## config.mk

```make
export PLATFORM = sky130hd
export DESIGN_NAME = seq_alu
export DESIGN_NICKNAME = d
export VERILOG_FILES = /design/src/rtl/seq_alu.sv
export SDC_FILE = /design/constraint.sdc
export NUM_CORES = 1
export LEC_CHECK = 0
export CORE_MARGIN = 2
export CORE_UTILIZATION = 61
export DETAILED_ROUTE_END_ITERATION = 10
export PLACE_DENSITY = 0.82
export SETUP_SLACK_MARGIN = 0.1
export SLEW_MARGIN = 30
export SYNTH_ARGS = -nofsm -noshare
export SYNTH_HDL_FRONTEND = slang
export SYNTH_SLANG_ARGS = --single-unit
```

## constraint.sdc

```tcl
create_clock -name Clk -period 5.4 [get_ports Clk]
set_input_delay 1.08 -clock Clk [delete_from_list [all_inputs] [get_ports Clk]]
set_output_delay 1.08 -clock Clk [all_outputs]
set_load 0.01 [all_outputs]
```

## src/rtl/seq_alu.sv

```systemverilog
// seq_alu: multi-cycle ALU with a start/done handshake.
// Single-cycle ops (ADD, SUB, ABSD, MIN, MAX, PASSB) complete on the accept edge.
// MATCH counts pattern hits across all windows of A, one window per cycle.
// MUL is an unsigned shift-add multiply that takes W iterations.
module seq_alu #(
  parameter int unsigned W     = 8,
  parameter int unsigned PAT_W = 4,
  parameter int unsigned OP_W  = 4
) (
  input  logic            Clk,
  input  logic            Reset,
  input  logic            start,
  input  logic [OP_W-1:0] op,
  input  logic            ci,
  input  logic [W-1:0]    in_a,
  input  logic [W-1:0]    in_b,
  output logic            busy,
  output logic            done,
  output logic [W-1:0]    rslt,
  output logic            co,
  output logic            z
);

  localparam int unsigned ACC_W  = 2 * W;
  localparam int unsigned I_W    = $clog2(W - PAT_W + 2);
  localparam int unsigned K_W    = $clog2(W + 1);
  localparam int unsigned I_LAST = W - PAT_W;
  localparam int unsigned K_LAST = W - 1;

  localparam logic [OP_W-1:0] OP_ADD   = OP_W'(0);
  localparam logic [OP_W-1:0] OP_SUB   = OP_W'(1);
  localparam logic [OP_W-1:0] OP_ABSD  = OP_W'(2);
  localparam logic [OP_W-1:0] OP_MIN   = OP_W'(3);
  localparam logic [OP_W-1:0] OP_MAX   = OP_W'(4);
  localparam logic [OP_W-1:0] OP_MATCH = OP_W'(5);
  localparam logic [OP_W-1:0] OP_MUL   = OP_W'(6);
  localparam logic [OP_W-1:0] OP_PASSB = OP_W'(7);

  typedef enum logic {
    IDLE = 1'b0,
    RUN  = 1'b1
  } state_t;

  state_t           state_q, state_d;
  logic [W-1:0]     a_q, a_d;
  logic [W-1:0]     b_q, b_d;
  logic [ACC_W-1:0] acc_q, acc_d;
  logic [I_W-1:0]   i_q, i_d;
  logic [K_W-1:0]   k_q, k_d;
  logic [W-1:0]     cnt_q, cnt_d;
  logic             is_mul_q, is_mul_d;
  logic [W-1:0]     rslt_q, rslt_d;
  logic             co_q, co_d;
  logic             z_q, z_d;
  logic             done_q, done_d;

  logic [W-1:0]     sc_rslt;
  logic             sc_co;
  logic [W:0]       sc_wide;
  logic             hit;
  logic [W-1:0]     cnt_nxt;
  logic [ACC_W-1:0] acc_nxt;

  // Single-cycle datapath: result and carry straight from the port operands.
  always_comb begin
    sc_rslt = '0;
    sc_co   = 1'b0;
    sc_wide = '0;
    case (op)
      OP_ADD: begin
        sc_wide = (W+1)'(in_a) + (W+1)'(in_b) + (W+1)'(ci);
        sc_rslt = sc_wide[W-1:0];
        sc_co   = sc_wide[W];
      end
      OP_SUB: begin
        sc_rslt = in_a - in_b;
        sc_co   = (in_a < in_b);
      end
      OP_ABSD: begin
        // Sign-extend to W+1 bits so the difference of any signed pair fits.
        if ($signed(in_a) > $signed(in_b)) begin
          sc_wide = {in_a[W-1], in_a} - {in_b[W-1], in_b};
        end else begin
          sc_wide = {in_b[W-1], in_b} - {in_a[W-1], in_a};
        end
        sc_rslt = sc_wide[W-1:0];
      end
      OP_MIN:   sc_rslt = (in_a < in_b) ? in_a : in_b;
      OP_MAX:   sc_rslt = (in_a > in_b) ? in_a : in_b;
      OP_PASSB: sc_rslt = in_b;
      default: begin
        sc_rslt = '0;
        sc_co   = 1'b0;
      end
    endcase
  end

  // One MATCH window test and one MUL partial-product step per RUN cycle.
  always_comb begin
    hit     = (PAT_W'(a_q >> i_q) == b_q[PAT_W-1:0]);
    cnt_nxt = cnt_q + W'(hit);
    acc_nxt = acc_q + (b_q[0] ? (ACC_W'(a_q) << k_q) : '0);
  end

  // Next-state and output logic for the IDLE/RUN controller.
  always_comb begin
    state_d  = state_q;
    a_d      = a_q;
    b_d      = b_q;
    acc_d    = acc_q;
    i_d      = i_q;
    k_d      = k_q;
    cnt_d    = cnt_q;
    is_mul_d = is_mul_q;
    rslt_d   = rslt_q;
    co_d     = co_q;
    z_d      = z_q;
    done_d   = 1'b0;

    case (state_q)
      IDLE: begin
        if (start) begin
          if (op == OP_MATCH) begin
            a_d      = in_a;
            b_d      = in_b;
            i_d      = '0;
            cnt_d    = '0;
            is_mul_d = 1'b0;
            state_d  = RUN;
          end else if (op == OP_MUL) begin
            a_d      = in_a;
            b_d      = in_b;
            acc_d    = '0;
            k_d      = '0;
            is_mul_d = 1'b1;
            state_d  = RUN;
          end else begin
            rslt_d = sc_rslt;
            co_d   = sc_co;
            z_d    = (sc_rslt == '0);
            done_d = 1'b1;
          end
        end
      end
      RUN: begin
        if (is_mul_q) begin
          acc_d = acc_nxt;
          b_d   = b_q >> 1;
          if (k_q == K_W'(K_LAST)) begin
            rslt_d  = acc_nxt[W-1:0];
            co_d    = |acc_nxt[ACC_W-1:W];
            z_d     = (acc_nxt[W-1:0] == '0);
            done_d  = 1'b1;
            state_d = IDLE;
          end else begin
            k_d = k_q + K_W'(1);
          end
        end else begin
          cnt_d = cnt_nxt;
          if (i_q == I_W'(I_LAST)) begin
            rslt_d  = cnt_nxt;
            co_d    = 1'b0;
            z_d     = (cnt_nxt == '0);
            done_d  = 1'b1;
            state_d = IDLE;
          end else begin
            i_d = i_q + I_W'(1);
          end
        end
      end
      default: state_d = IDLE;
    endcase
  end

  // State and datapath registers with synchronous reset.
  always_ff @(posedge Clk) begin
    if (Reset) begin
      state_q  <= IDLE;
      a_q      <= '0;
      b_q      <= '0;
      acc_q    <= '0;
      i_q      <= '0;
      k_q      <= '0;
      cnt_q    <= '0;
      is_mul_q <= 1'b0;
      rslt_q   <= '0;
      co_q     <= 1'b0;
      z_q      <= 1'b0;
      done_q   <= 1'b0;
    end else begin
      state_q  <= state_d;
      a_q      <= a_d;
      b_q      <= b_d;
      acc_q    <= acc_d;
      i_q      <= i_d;
      k_q      <= k_d;
      cnt_q    <= cnt_d;
      is_mul_q <= is_mul_d;
      rslt_q   <= rslt_d;
      co_q     <= co_d;
      z_q      <= z_d;
      done_q   <= done_d;
    end
  end

  assign busy = (state_q == RUN);
  assign done = done_q;
  assign rslt = rslt_q;
  assign co   = co_q;
  assign z    = z_q;

endmodule

```

---- Word level (Yosys, flattened, before mapping) ----
Cells that the tools add are included.
storage, ports and cells
  output and inout port bits .............. 12
  input bits .............................. 24
  logic and storage cells ................. 132
  bits in registers ....................... 60
cells by class
  shift operators ......................... 2
  $add $sub $neg .......................... 9
  bitwise gates (word level) .............. 1
  reductions and logical operators ........ 13
  equal/unequal tests ..................... 22
  $lt $le $gt $ge ......................... 3
  mux-type cells .......................... 70
operators with widths
  operator                                                               number
  8-bit two-way mux                                                      18
  16-bit two-way mux                                                     5
  8-bit one-hot mux with 2 select lines                                  3
  8-bit one-hot mux with 6 select lines                                  1
  16-bit one-hot mux with 2 select lines                                 1
  1-bit two-way mux                                                      26
  8-bit zero test                                                        3
  8-bit subtractor                                                       3
  4-bit by 3-bit equality test with 1-bit output, second input constant  5
  4-bit two-way mux                                                      5
  16-bit adder                                                           1
  8-bit > comparator                                                     2
  2-bit != test, second input constant                                   8
  8-bit by 4-bit << shifter with 16-bit output                           1
  3-bit two-way mux                                                      4
  1-bit one-hot mux with 2 select lines                                  5
  5-bit AND reduction                                                    2
  8-bit by 8-bit adder with 9-bit output                                 1
  9-bit by 1-bit adder with 9-bit output                                 1
  3-bit AND reduction                                                    3
  8-bit by 1-bit adder with 8-bit output                                 1
  4-bit by 2-bit equality test with 1-bit output, second input constant  2
  8-bit less-than comparator                                             1
  4-bit one-hot mux with 2 select lines                                  1
  16 further kinds                                                       17

---- Longest topological paths before layout ----
Gate-level depths: netlist (run 1).
  depth in word-level cells ............... 8
  gate-level depth with buffers ........... 17
  mapped depth without buffers ............ 16

---- Worst setup path before layout (run 1) ----
Ideal clock, no wire load.
  path type ............................... in2reg
  start ................................... input in_a[0]
  end ..................................... register z_q, in the netlist z
  path slack .............................. 1432 ps
  library setup time ...................... 84 ps
  required time ........................... 5316 ps
  cell stages on the path ................. 12
  arrival ................................. 3884 ps
  path buffers ............................ 0
  path through ............................ inv_1 > ha_1 > inv_1 > fa_1 > a21o_1 > a221o_2 > a311oi_2 > o31ai_2 > a221o_1 > a211o_1 > or3b_1 > o31ai_2
between the ends
  longest elaborated chain between the ends .. 8
  elaborated cells on any way between the ends .. 17
  those cells by class .................... add/sub (5); order compare (3); mux (8); reduce/logical (1)
ends and longest elaborated chain
  element                                                               RTL line  source
  from (decl)                                                           15        input logic [W-1:0] in_a,
  8-bit by 8-bit adder with 9-bit output, or another cell as far along  71        sc_wide = (W+1)'(in_a) + (W+1)'(in_b) + (W+1)'(ci);
  9-bit by 1-bit adder with 9-bit output, or another cell as far along  71
  8-bit one-hot mux with 6 select lines *                               69        case (op)
  8-bit zero test *                                                     140       z_d = (sc_rslt == '0);
  1-bit two-way mux *                                                   130       end else if (op == OP_MUL) begin
  1-bit two-way mux *                                                   123       if (op == OP_MATCH) begin
  1-bit two-way mux *                                                   122       if (start) begin
  1-bit one-hot mux with 2 select lines *                               120       case (state_q)
  to (signal assigned)                                                  201       z_q <= z_d;
  to (decl)                                                             54        logic z_q, z_d;
Every way passes the cells marked *; elsewhere a longest branch is shown, timed or not. The select of a mux whose other input is x is not followed.
A chain may end at the register's enable or synchronous reset.

---- Worst setup path in the final report (run 1) ----
  start ................................... input in_b[1]
  end ..................................... register rslt_q[5], in the netlist rslt[5]
between the ends
  longest elaborated chain between the ends .. 7
  elaborated cells on any way between the ends .. 16
  those cells by class .................... add/sub (5); order compare (3); mux (8)
ends and longest elaborated chain
  element                                                               RTL line  source
  from (decl)                                                           16        input logic [W-1:0] in_b,
  8-bit by 8-bit adder with 9-bit output, or another cell as far along  71
  9-bit by 1-bit adder with 9-bit output, or another cell as far along  71
  8-bit one-hot mux with 6 select lines *                               69
  8-bit two-way mux *                                                   130
  8-bit two-way mux *                                                   123
  8-bit two-way mux *                                                   122
  8-bit one-hot mux with 2 select lines *                               120
  to (signal assigned)                                                  199       rslt_q <= rslt_d;
  to (decl)                                                             52        logic [W-1:0] rslt_q, rslt_d;
Marked as above.

==> summary by stage, run 1 <==
Floorplanning
The starting utilization of the core area is 63.03%. The die covers 9786 um^2. The height of the die is 98.93 um. The region available for standard cell placement spans 8721 um^2. The floorplan step set the die width to 98.93 um. During I/O placement, the number of pins put on the boundary was 36. In this run the core area contains 34 standard-cell rows.

STA
The smallest setup slack after layout is 0.7592 ns. Summed over all failing endpoints, the final setup total negative slack is 0 ns. The number of pins with negative max-slew slack in the final report is 0.

For the pin with the worst max-slew slack, the measured transition is 1.005 ns. The final hold violation count came to 0. The normalized max-slew margin is 32.39%. Setup repair after global routing left no endpoint under its margin. The post-route clock period utilization is 85.94%. The worst clock skew is 0.01460 ns. Setup violations remaining at the end of the flow were counted as 0. The highest achievable clock rate is 215.5 MHz. The worst path needs 4.641 ns of the cycle, external delays included.

Clock network
The clock net in this run drives a total of 60 sinks. The clock latency at the later pin of the worst-skew pair is 0.35 ns. After clock tree synthesis, the flow added hold-fix buffers numbering 0. The clock tree from TritonCTS is done. The tree is rooted in a clkbuf_8.

In this run, post-CTS repair resized a total of 0 instances. The depth of the CTS H-tree is 3. The longest clock path from root to sink contains 2 buffers.

Post-CTS timing repair inserted 0 buffers for setup. Clock tree synthesis inserted a total of 9 buffers. The clock edge transition at the registers on the reported setup and hold paths is 0.07 ns.

Synth
Sorting the synthesized cells by area gives the leading types as dfxtp_1 22%, ha_1 9.6%, a21oi_1 6.0%. The warning count from the yosys run is 0. Counting every net in the synthesized netlist gives 793. The most common cell in the synthesized netlist is nor2_1. After synthesis, the most frequently instantiated cells are 84 x nor2_1, 72 x nand2_1, 66 x a21oi_1, 60 x dfxtp_1, 42 x ha_1. The share of flip-flops with an asynchronous set or reset is 0%. Synthesis inferred 60 register bits. Of all cell types, the one taking the most synthesized area is dfxtp_1. The synthesized netlist occupies a cell area of 5497 um^2.

Yosys mapped a number of flops with a built-in enable equal to 0. The post-synthesis instance total is 722. The area share of the largest cell type after synthesis is 21.85%. The leading register cell type out of synthesis is dfxtp_1. After synthesis, the mean cell area works out to 7.613 um^2.

In this run, distinct cell masters in the synthesized netlist total 70. The share of the Yosys chip area taken by registers is 21.85%.

Final layout
The final cell count without fillers is 847. Relative to the synthesized area, the layout overhead comes to 10.33%. The finished layout cell area is 6065 um^2. The repair_antennas step left the layout with diodes totalling 0. The number of nets in the layout is 805. The share of post-route cells with drive strength above 1 is 6.089%.

Flow run
Max-cap violations in this run came to 0.

Place
The area of placed instances is 5863 um^2. Timing analysis after detailed placement gives a worst setup slack of 0.4707 ns. The wire-length estimate of the detail-placed layout is 12110 um. After detailed placement, the design holds a cell count of 831.

Routability-driven placement finished with a final weighted congestion of 1.031. In this run the tool buffered the top-level ports with 35 buffer cells.

Global routing
In the global route stage, met1 resource usage came out at 47.38%. Entering global routing, the biggest net connects 61 pins. After global routing the overflow that remains totals 0.

The number of global-route vias before repair is 5215. The met3 track utilization from global routing is 6.099%. The layer carrying the most global-route usage is met2.

The met2 global-route usage is 51.46%. The first global-routing pass estimated 26390 um of wire. The overall global routing resource usage is 33.33%. The initial antenna violation count was 0.

Critical path
The type of the worst setup path is in2reg. The first element of the critical path is in_b[1]. The cell count of the worst reg-to-reg path is 14. The data arrival time of the critical path is 4.92 ns. In this run the critical register-to-register path is captured at co$_SDFFE_PP0P_. The launch instance of the worst register-to-register path is k_q[1]$_SDFFE_PP0P_.

The worst setup path is launched from a primary input. In this run the register-to-register setup slack is 1.27 ns. The kind of capture point of the worst setup path is a flip-flop. For the worst setup path, the data required time is 5.68 ns.

The top fanout value on the critical path is 8. The end of the critical path is rslt[5]$_SDFFE_PP0P_.

Outcome
The run finished with clean final reports.

Routing
The total vias in the final route is 5534. For this block, the routed nets add up to 15970 um of wire. The DRC violation count after routing is 0.

The iteration count of the initial detailed-routing pass is 5. In the routed layout, each cell is associated on average with a via count of 6.534. The routed wirelength normalized by instance count is 18.85 um. The initial detailed-routing violation count is 437. In this run the remaining antenna-violating nets after routing total 0.

Pwr
The worst-case IR drop observed on VDD is 0.1484 mV. The leakage power is 2.374 nW. Power spread over the standard cell area amounts to 194.4 nW/um^2.

Min path
The class of the worst hold path is reg2reg.
layout make-up:
class / instances / area, um^2
repair buffers: 41 / 392.9
multi-input cells: 592 / 4024
inverters: 30 / 112.6
flip-flops and latches: 60 / 1201
well taps: 108 / 135.1
clock inverters: 7 / 75.07
fillers: 728 / 2656
clock buffers: 9 / 123.9
power breakdown:
part           total (mW)  switching [mW]  leakage, nW  internal (mW)
Sequential          0.467          0.0126        0.486          0.455
Clock               0.417           0.201        0.104          0.215
Combinational       0.295           0.175         1.78          0.120
Total                1.18           0.389         2.37          0.790
stage by stage:
step	util [%]	hold WS [ns]	total power, mW
2_1_floorplan	-	0.4406	0.6624
3_3_place_gp	67.23	0.4426	0.7623
3_5_place_dp	67.23	0.4514	0.7643
4_1_cts	69.51	0.4675	1.176
5_1_grt	69.54	0.4841	1.227
6_report	69.54	0.4672	1.179
sequential cells by signal, indices dropped and copies added (netlist names):
signal    cells
is_mul_q      1
k_q           4
done          1
cnt_q         8
z             1
rslt          8
i_q           3
b_q           8
a_q           8
busy          1
acc_q        16
co            1
layout by cell type, fill, tap and decap left out, types with 8 or more instances in the layout:
cell type,synthesis,layout
mux2i_1,28,28
nor2b_1,12,12
inv_1,30,30
clkdlybuf4s50_1,0,34
o211ai_1,9,9
a21oi_1,66,66
clkbuf_8,0,9
a22oi_1,8,8
xnor2_1,25,25
and2_1,13,13
nand2b_1,11,11
nor2_1,84,84
a211oi_1,18,18
xor2_1,10,10
dfxtp_1,60,60
nand3_1,28,28
a31oi_1,8,8
nor3_1,16,16
ha_1,42,42
o21ai_0,19,19
nand2_1,72,72
worst max-delay path: stages:
cell and delay, ns:
clkdlybuf4s50_1 0.65, inv_1 0.17, fa_1 0.49, a21o_1 0.23
a221o_2 0.42, a31oi_2 0.25, mux2i_1 0.77, a211o_1 0.22
and4b_1 0.23, a211o_1 0.30, a21oi_1 0.11
per-layer routing:
layer  part of all wire (%)  wire [um]
met3                    8.4       1343
met5                      0          0
met1                     45       7149
met4                    1.9        306
met2                     45       7167
kinds of logic (layout without fill, tap and decap cells):
group	Yosys count	in the layout	share of synthesized area (%)
AND/OR/NAND/NOR	267	267	22.67
multiplexers	38	38	7.967
buffers and inverters	70	87	4.939
flip-flops	60	60	21.85
AO/OA/AOI/OAI	205	205	25.61
adder cells (fa/ha/maj)	47	47	11.38
XOR/XNOR	35	35	5.577
how the worst min path moves through the flow:
stage / from / end / slack [ns] / cells past startpoint
6_report: rslt[3]$_SDFFE_PP0P_ / rslt[3]$_SDFFE_PP0P_ / 0.47 / 2
2_1_floorplan: acc_q[13]$_SDFFE_PP0P_ / acc_q[13]$_SDFFE_PP0P_ / 0.44 / 2
3_3_place_gp: rslt[3]$_SDFFE_PP0P_ / rslt[3]$_SDFFE_PP0P_ / 0.44 / 2
4_1_cts: rslt[3]$_SDFFE_PP0P_ / rslt[3]$_SDFFE_PP0P_ / 0.47 / 2
5_1_grt: rslt[3]$_SDFFE_PP0P_ / rslt[3]$_SDFFE_PP0P_ / 0.48 / 2
3_5_place_dp: rslt[3]$_SDFFE_PP0P_ / rslt[3]$_SDFFE_PP0P_ / 0.45 / 2
No activity file was read; power rests on OpenSTA's default activity.
==> inputs of run 2 (changes only) <==
Settings changed: CTS_CLUSTER_DIAMETER set to 150.
==> results of run 2 <==
Final layout, timing and power as in run 1 (identical DEF).
==> inputs of run 3 (changes only) <==
Settings changed: ABC_AREA set to 1.
==> run 3 against run 2 <==
Effect of this change:
- via count is 16% higher
- register-to-register slack better by 0.45 ns
- cell area up 2.7%
- combinational power grew 11%
- clock power increased by 3%
- power rose by 4.0%
- critical path depth rose by 3
- worst hold slack improved by 0.012 ns
- non-clock buffer count decreased by 4
- global-route usage grew 2.9 points
- highest routed layer unchanged
==> summary by stage, run 3 <==
STA
The number of pins with negative max-slew slack in the final report was 0. For the pin with the worst max-slew slack, the measured transition is 0.8760 ns. The setup total negative slack is 0 ns. The highest achievable clock rate is 258.5 MHz. Setup repair after global routing left no endpoint under its margin. The worst clock skew is 0.01403 ns.

The final hold violation count came to 0. The smallest setup slack after layout is 1.531 ns. In the finished design, the share of the clock period the worst path needs comes to 71.64%. Measured against its own limit, the worst slew margin works out to 41.60%. The smallest clock period supported by the final layout is computed as 3.869 ns.

Setup violations remaining at the end of the flow were counted as 0.

Critical path
The number of buffers and inverters on the critical path is 2. The number of cells on the worst reg-to-reg path is 19. The type of the worst setup path is in2reg. In this run the worst path has a maximum fanout of 13. On the worst path, the slowest cell contributes a delay of 0.68 ns. The slowest cell on the critical path is clkdlybuf4s50_1. At the worst endpoint, the required time is 5.59 ns. The launch instance of the worst register-to-register path is k_q[0]$_SDFFE_PP0P_.

STA puts the critical path data arrival time at 4.06 ns. The worst setup path is launched from a primary input. Walking the worst path, the cells encountered are clkdlybuf4s50_1 -> ha_1 -> inv_1 -> fa_1 -> nand3_1 -> nand3_1 -> nand2_2 -> nand2_4 -> nand2_1 -> nand3_2 -> o21ai_0 -> nor2_1 -> o21ai_0 -> a41oi_1. The endpoint of the worst register-to-register path is co$_SDFFE_PP0P_. The kind of capture point of the worst setup path is a flip-flop. In this design, the largest share of critical-path delay is due to simple AND/OR/NAND/NOR gates. The setup slack of the worst register-to-register path is 1.72 ns.

Synth
Synthesis handed over a netlist of 923 instances. By area the synthesized netlist is led by dfxtp_1 21%, nand2_1 17%, ha_1 9.3%. Yosys printed 0 warnings.

The largest area contributor in the synthesized netlist is dfxtp_1. Counting flops and latches in the post-synthesis netlist gives 60. Counting every net in the synthesized netlist gives 994. nand2_1 is the most common cell in the netlist. In the synthesized netlist the dominant register cell turns out to be dfxtp_1. The per-instance average area after synthesis is 6.149 um^2.

The synthesized design devotes to its leading area cell type 21.16% of total area. In this run, synthesis inferred 0 flip-flops with an integrated enable. Summing the sequential cell areas from Yosys gives 21.16% of the chip area.

Summing every instance area after synthesis gives 5675 um^2. The share of flip-flops with an asynchronous set or reset is 0%. The commonest cells after synthesis are 256 x nand2_1, 107 x inv_1, 85 x nor2_1, 78 x nand3_1, 71 x a21oi_1.

The number of distinct library cell variants in the gate-level netlist after synthesis is 44.

Global routing
Global routing finished with a remaining overflow of 0. The first-pass GRT wire length is 28770 um. Global routing used 36.28% of the available tracks. The number of global-route vias before repair is 5938. The maximum number of pins on one net before global-route repair is 35. The initial antenna violation count is 0.

Final layout
The number of flip-flops under the largest register name is 16. In the layout the commonest cells are 256 x nand2_1, 107 x inv_1, 84 x nor2_1, 78 x nand3_1, 71 x a21oi_1. The share of post-route cells with drive strength above 1 is 4.947%. The number of fillers in the final layout is 830.

The top register by number of flip-flops is acc_q. After the last flow step, the layout net total stands at 1016. Compared with the post-synthesis result, the final layout area differs by 9.766%. The final cell count without fillers is 1061. The number of diodes added for antenna fixing is 0. The most common cell after layout, fill and taps aside is nand2_1.

Floorplanning
The area of the die is 10090 um^2. The initial utilization of the core area, before any placement, comes to 62.01%. After floorplanning, the core was divided into 35 placement rows. The height of the die is 100.5 um.

36 I/O pins were placed. The placeable core region is 9153 um^2. The die outline width is 100.5 um.

Pwr
The peak supply drop is 0.1323 mV. In this run the power density over the cells is 196.8 nW/um^2. The leakage power is 2.941 nW.

Clock network
The number of buffers on the longest clock path is 2. TritonCTS built the clock tree. At the later pin of the worst-skew pair, clock insertion delay measures 0.35 ns. The TritonCTS buffer count is 9. After clock tree synthesis, the clock-pin slew on the worst setup and hold paths is 0.08 ns. The number of sinks on the clock net is 60. The number of setup buffers added after CTS is 0. The hold buffer count at cts is 0.

CTS built an H-tree with a depth of 3. The number of cells upsized or downsized after cts is 0. CTS placed an instance of clkbuf_8 at the clock tree root.

Place
Buffers placed on the I/O ports in this run total 35. The number of placed instances, taps included is 1045. At the end of routability-driven placement, the weighted congestion stood at 1.008. The sum of net half-perimeters after detailed placement is 14070 um.

The worst-case setup slack after placement is 1.257 ns.

Outcome
The flow ran to the end, and the final reports show no timing, DRC or antenna violations.

Routing
In the final routed layout, each cell accounts on average for 16.75 um. The detail route stage leaves a number of antenna-violating nets equal to 0. In this run, the number of DRC markers left after iteration 0 of detailed routing was 543. The ratio of routed vias to standard cells is 6.031.

The DRC violation count after routing is 0. The routed design has 17770 um of wire. The total vias in the final route is 6399. The iteration count of the initial detailed-routing pass is 5.

Min path
The startpoint of the most critical hold path is b_q[6]$_SDFFE_PP0P_. The worst hold path was traced through 2 stages. The class of the worst hold path is reg2reg. The end point of the worst hold path is b_q[5]$_SDFFE_PP0P_.

Flow run
The tool flagged a number of max-cap violations equal to 0.
-- run 3: kinds of logic (layout without fill, tap and decap cells) --
family,count (synthesis),count (layout),synth area share [%]
AO/OA/AOI/OAI,181,181,17.99
XOR/XNOR,24,24,3.704
adder cells (fa/ha/maj),47,47,11.02
buffers and inverters,137,164,10.12
flip-flops,60,60,21.16
multiplexers,2,2,0.3527
AND/OR/NAND/NOR,472,472,35.65
-- run 3: worst reg2reg max path: cells and delay by family (launching register included) --
family                   cells  cell delay [ns]
flip-flops                   1             0.61
buffers and inverters        2             0.40
AO/OA/AOI/OAI                3             0.97
AND/OR/NAND/NOR             13             1.25
adder cells (fa/ha/maj)      1             0.36
-- run 3: per-layer routing --
metal,share of wire (%),wire [um],track usage [%]
met5,0,0,0
met4,4.2,738,16.33
met3,8.2,1459,5.270
met2,45,7964,57.56
met1,43,7606,48.89
-- run 3: power by group --
part | switching [mW] | internal, mW | leakage [nW]
Combinational | 0.212 | 0.115 | 2.35
Clock | 0.212 | 0.217 | 0.104
Sequential | 0.0138 | 0.457 | 0.487
Total | 0.438 | 0.788 | 2.94
-- run 3: final cells by class --
class | count | area [um^2] | area share [%]
clock buffer | 9 | 123.9 | 1.988
clock inverter | 7 | 75.07 | 1.205
tap | 111 | 138.9 | 2.229
inverter | 111 | 416.7 | 6.688
sequential | 60 | 1201 | 19.28
timing repair buffer | 37 | 365.4 | 5.865
multi-input combinational | 726 | 3909 | 62.74
-- run 3: how the worst max path moves through the flow --
stage                        from              endpoint  cells past startpoint
after CTS                 in_a[5]  rslt[1]$_SDFFE_PP0P_                     12
after detailed placement  in_a[5]  rslt[1]$_SDFFE_PP0P_                     12
final                     in_b[0]  rslt[3]$_SDFFE_PP0P_                     14
after global routing      in_b[0]  rslt[3]$_SDFFE_PP0P_                     14
after global placement    in_b[0]  rslt[3]$_SDFFE_PP0P_                     14
after floorplan           in_a[0]        z$_SDFFE_PP0P_                     18
-- run 3: stage by stage --
stage	total power, mW	hold slack [ns]	area (um^2)	utilization (%)
floorplan	0.6899	0.4393	5675	-
global placement	0.7931	0.4540	6022	65.80
detailed placement	0.7959	0.4664	6028	65.86
CTS	1.218	0.4781	6227	68.04
global route	1.280	0.5005	6230	68.07
finish	1.226	0.4795	6230	68.07
